File: src/rtl/seq_detect_param.sv
// seq_detect_param: programmable serial pattern detector with a Mealy
// detect, a registered detect copy and a saturating match counter.
//
// Ports:
//   clk        rising-edge clock
//   rst        asynchronous reset, active low
//   inp        serial data bit
//   in_valid   inp is sampled only when high
//   overlap    1 = overlapping detection, 0 = non-overlapping
//   pat_load   load pat_in into the pattern register
//   pat_in     new pattern; MSB is the first bit expected on the line
//   cnt_clr    synchronous clear of match_cnt
//   det        combinational detect on the final matching bit
//   det_q      det delayed by one cycle
//   match_cnt  saturating count of detections
//   cnt_sat    high while match_cnt is all ones
module seq_detect_param #(
    parameter int SEQ_LEN = 3,
    parameter int CNT_W = 8,
    parameter logic [SEQ_LEN-1:0] RST_PAT = 3'b101
) (
    input  logic               clk,
    input  logic               rst,
    input  logic               inp,
    input  logic               in_valid,
    input  logic               overlap,
    input  logic               pat_load,
    input  logic [SEQ_LEN-1:0] pat_in,
    input  logic               cnt_clr,
    output logic               det,
    output logic               det_q,
    output logic [CNT_W-1:0]   match_cnt,
    output logic               cnt_sat
);

    // fill counts valid bits held in history, 0..SEQ_LEN-1
    localparam int FW = $clog2(SEQ_LEN);
    localparam logic [FW-1:0] FILL_MAX = FW'(SEQ_LEN - 1);
    localparam logic [CNT_W-1:0] CNT_MAX = '1;

    logic [SEQ_LEN-1:0] pat;
    logic [SEQ_LEN-2:0] hist;
    logic [FW-1:0]      fill;
    logic [SEQ_LEN-1:0] win;
    logic               full;
    logic               hit;

    // candidate window: stored bits followed by the current bit
    assign win  = {hist, inp};
    assign full = (fill == FILL_MAX);
    assign hit  = full && (win == pat);

    // gated by rst so det is low throughout reset
    assign det = rst && in_valid && !pat_load && hit;

    assign cnt_sat = (match_cnt == CNT_MAX);

    always_ff @(posedge clk or negedge rst) begin
        if (!rst) begin
            pat  <= RST_PAT;
            hist <= '0;
            fill <= '0;
        end else if (pat_load) begin
            // a new pattern restarts matching; the bit on inp is dropped
            pat  <= pat_in;
            fill <= '0;
        end else if (in_valid) begin
            hist <= win[SEQ_LEN-2:0];
            if (det && !overlap) begin
                // non-overlapping: matched bits may not seed the next match
                fill <= '0;
            end else if (!full) begin
                fill <= fill + FW'(1);
            end
        end
    end

    always_ff @(posedge clk or negedge rst) begin
        if (!rst) begin
            match_cnt <= '0;
            det_q     <= 1'b0;
        end else begin
            det_q <= det;
            if (cnt_clr) begin
                match_cnt <= '0;
            end else if (det && !cnt_sat) begin
                match_cnt <= match_cnt + CNT_W'(1);
            end
        end
    end

endmodule

File: config.mk
export PLATFORM = sky130hd
export DESIGN_NAME = seq_detect_param
export DESIGN_NICKNAME = d
export VERILOG_FILES = /design/src/rtl/seq_detect_param.sv
export SDC_FILE = /design/constraint.sdc
export NUM_CORES = 1
export LEC_CHECK = 0
export CORE_MARGIN = 4
export CORE_UTILIZATION = 52
export DETAILED_ROUTE_END_ITERATION = 10
export DONT_BUFFER_PORTS = 1
export PLACE_DENSITY = 0.66
export RECOVER_POWER = 25
export SYNTH_ARGS = -nofsm -noshare
export SYNTH_HDL_FRONTEND = slang
export SYNTH_SLANG_ARGS = --single-unit
File: constraint.sdc
create_clock -name clk -period 3.15 [get_ports clk]
set_clock_uncertainty 0.15 [all_clocks]
set_input_delay 0.4725 -clock clk [delete_from_list [all_inputs] [get_ports clk]]
set_output_delay 0.4725 -clock clk [all_outputs]
set_load 0.02 [all_outputs]
==> metrics.txt <==
first-pass GRT wire length 2.60 mm; clk buf depth 2; post-layout minimum cycle time between 2000 and 2500 ps; PwrDens between 400 and 500 nW/um^2; number of global-route vias before repair between 500 and 600; Clock transition at path regs around 90 ps; GRT Util Overall approximately 14%; gpl congestion just over 0.8; Worst Reg-to-Reg Cells 6; Largest stage delay, worst path between 400 and 500 ps; final slew viol count 0; Mapped Area roughly 870 sq um; Synth area leader dfrtp_1; routed via count between 600 and 700; static leakage 0.386 nW; Setup WS pre-CTS approximately 990 ps; number of synthesized flops with an enable pin 0; Nets 96; Worst Setup SP fill[0]; Die X 48.9 um; Final setup viols 0; critical hold path startpoint cnt_clr; CTS tree built; post_cts resized 0; final WL 1.56 mm; Setup crit end kind output port; # diodes 0; Boundary Pins 21; Slew headroom between 50% and 60%; Cells after Synth 81; Iter 0 DRT Violations 12; initial antenna violation count 0; critical path type reg2out; startpoint type of the worst setup path register; Yosys reg bits 16; worst setup margin between 800 and 900 ps; Syn. warnings 0; Post-synth top flop dfrtp_1; clock sinks 16; Crit path max-delay family simple AND/OR/NAND/NOR gates; number of fill cells 135; Area Overhead vs Synth 5.03%; port bufs 0; CTS HTree Levels 1; grt ovf 0; Clock Tree Root clkbuf_4; post-synthesis cell type count 30; Arr. time, crit path ~1700 ps; Reg2Reg Launch Point fill[0]; Worst Path Buf+Inv 2; Max-Cap Viols 0; FP Rows 14; post-synthesis sequential area ratio around 46%; synthesized area per cell between 10 and 15 sq um; CP max stage cell dfrtp_1; Max IR drop VDD 0.311 mV; worst-path cell chain inv_1 > ha_1 > and4b_1 > nand4_4 > inv_1; drt wl/cell approximately 16 um; Final Hold Viols 0; crit-path most repeated cell inv_1; hpwl dp around 1.1 mm; worst-margin pin slew 682 ps; Stages on worst setup path 5; Num CTS Buffers 3; RSZ-0062 raised after global routing false; outcome finished clean; hold-critical path depth 1; Initial Utilization between 50% and 60%; share of layout cells above drive strength 1 ~16%; Crit Path Max Fanout 17; Die Y 48.9 um; synthesized netlist net count slightly above 90; Pre-antenna DRT Iters 4; fmax 0.428 GHz; Worst EP required ~2500 ps; final period utilization about three quarters; routed vias/inst approximately 6; largest cells by area after synthesis dfrtp_1 (40%), mux2_2 (6.5%), dfstp_2 (6.0%), a21oi_1 (5.2%), xnor2_2 (3.7%); area share of the largest cell type after synthesis 40.2%; top-count cell post-synth dfrtp_1; clk_lat worst skew about 280 ps; Core Box Area about 1500 sq um; commonest cells in the netlist dfrtp_1 (14), a21oi_1 (9), mux2_2 (5), nor2_1 (5); Final TNS setup 0 ps; largest net degree at the start of global routing 18; Async SR Flop Fraction 100%; worst hold path class in2reg; final antenna-violating net count 0; die area 2390 sq um; Post-route DRC 0
[flip-flops by register name, summed over array words and instances (netlist names)]
signal     cells
det_q          1
pat            3
fill           2
hist           2
match_cnt      8
[final timing paths]
path / end / slack (ps)
setup / recovery: det / 810
hold / removal: match_cnt[0] / 90
max in group asynchronous: match_cnt[4] / 1900
setup reg to reg: match_cnt[5] / 1000
hold reg to reg: fill[1] / 380
min in group asynchronous: fill[0] / 520
[layer usage]
metal  part of all wire [%]  track usage (%)
met1                     49             20.1
met2                     44             18.3
met3                    6.0             5.50
met4                    1.3             5.38
met5                      0                0
[worst reg2reg max path: stages (launching register included)]
cell and delay, ps:
dfrtp_1 410, inv_1 70, ha_1 220, and4b_1 260
nand4_4 220, nor4_1 350, mux2_1 350
[area by class of cell]
class                   instances  area [sq um]  area share [%]
clock buffers                   4          36.3            3.97
inverters                       4          15.0            1.64
repair buffers                  2          17.5            1.92
multi-input cells              57           423            46.2
well taps                      16          20.0            2.19
flip-flops and latches         16           403            44.0
[cell families after synthesis]
family / count (synthesis) / share of synthesized area (%)
AO/OA/AOI/OAI: 17 / 11.8
XOR/XNOR: 3 / 4.74
adder cells (fa/ha/maj): 2 / 2.87
buffers and inverters: 8 / 5.17
flip-flops: 16 / 46.3
multiplexers: 7 / 9.05
AND/OR/NAND/NOR: 28 / 20.1
[through the flow]
stage                     utilization, %  hold slack [ps]  instances  area (sq um)  power [W]
final                               59.3             91.6         99           915   0.000401
after global routing                59.3             63.3         99           915   0.000428
after CTS                           59.3             74.5         99           915   0.000412
after detailed placement            56.3             27.3         94           868   0.000273
after global placement              56.3             27.3         94           868   0.000271
after floorplan                        -             26.9         81           871   0.000271
[power breakdown]
part,internal [W],total (W),switching [W]
combinational,0.0000237,0.0000434,0.0000196
clock,0.0000703,0.000129,0.0000589
sequential,0.000218,0.000228,0.0000107
[layout by cell type, fill, tap and decap left out, drive strengths merged]
master,n
or3,1
or3b,1
clkbuf,4
dfrtp,14
o211ai,1
nor2b,2
o21ai,2
inv,4
and4b,1
nand2b,1
nor2,5
nor3b,1
mux2,7
nor4,1
nand4,2
a21oi,9
o31ai,3
nand2,3
buf,1
nor3,2
dlygate4sd3,1
xnor2,3
nand3,4
or4,4
ha,2
dfstp,2
o41ai,2
[timing repair]
item                                   4_1_cts  5_1_grt
hold buffers                                 1        0
setup buffers                                0        0
endpoints found under the hold margin       16        0
No activity file was read; power rests on OpenSTA's default activity.
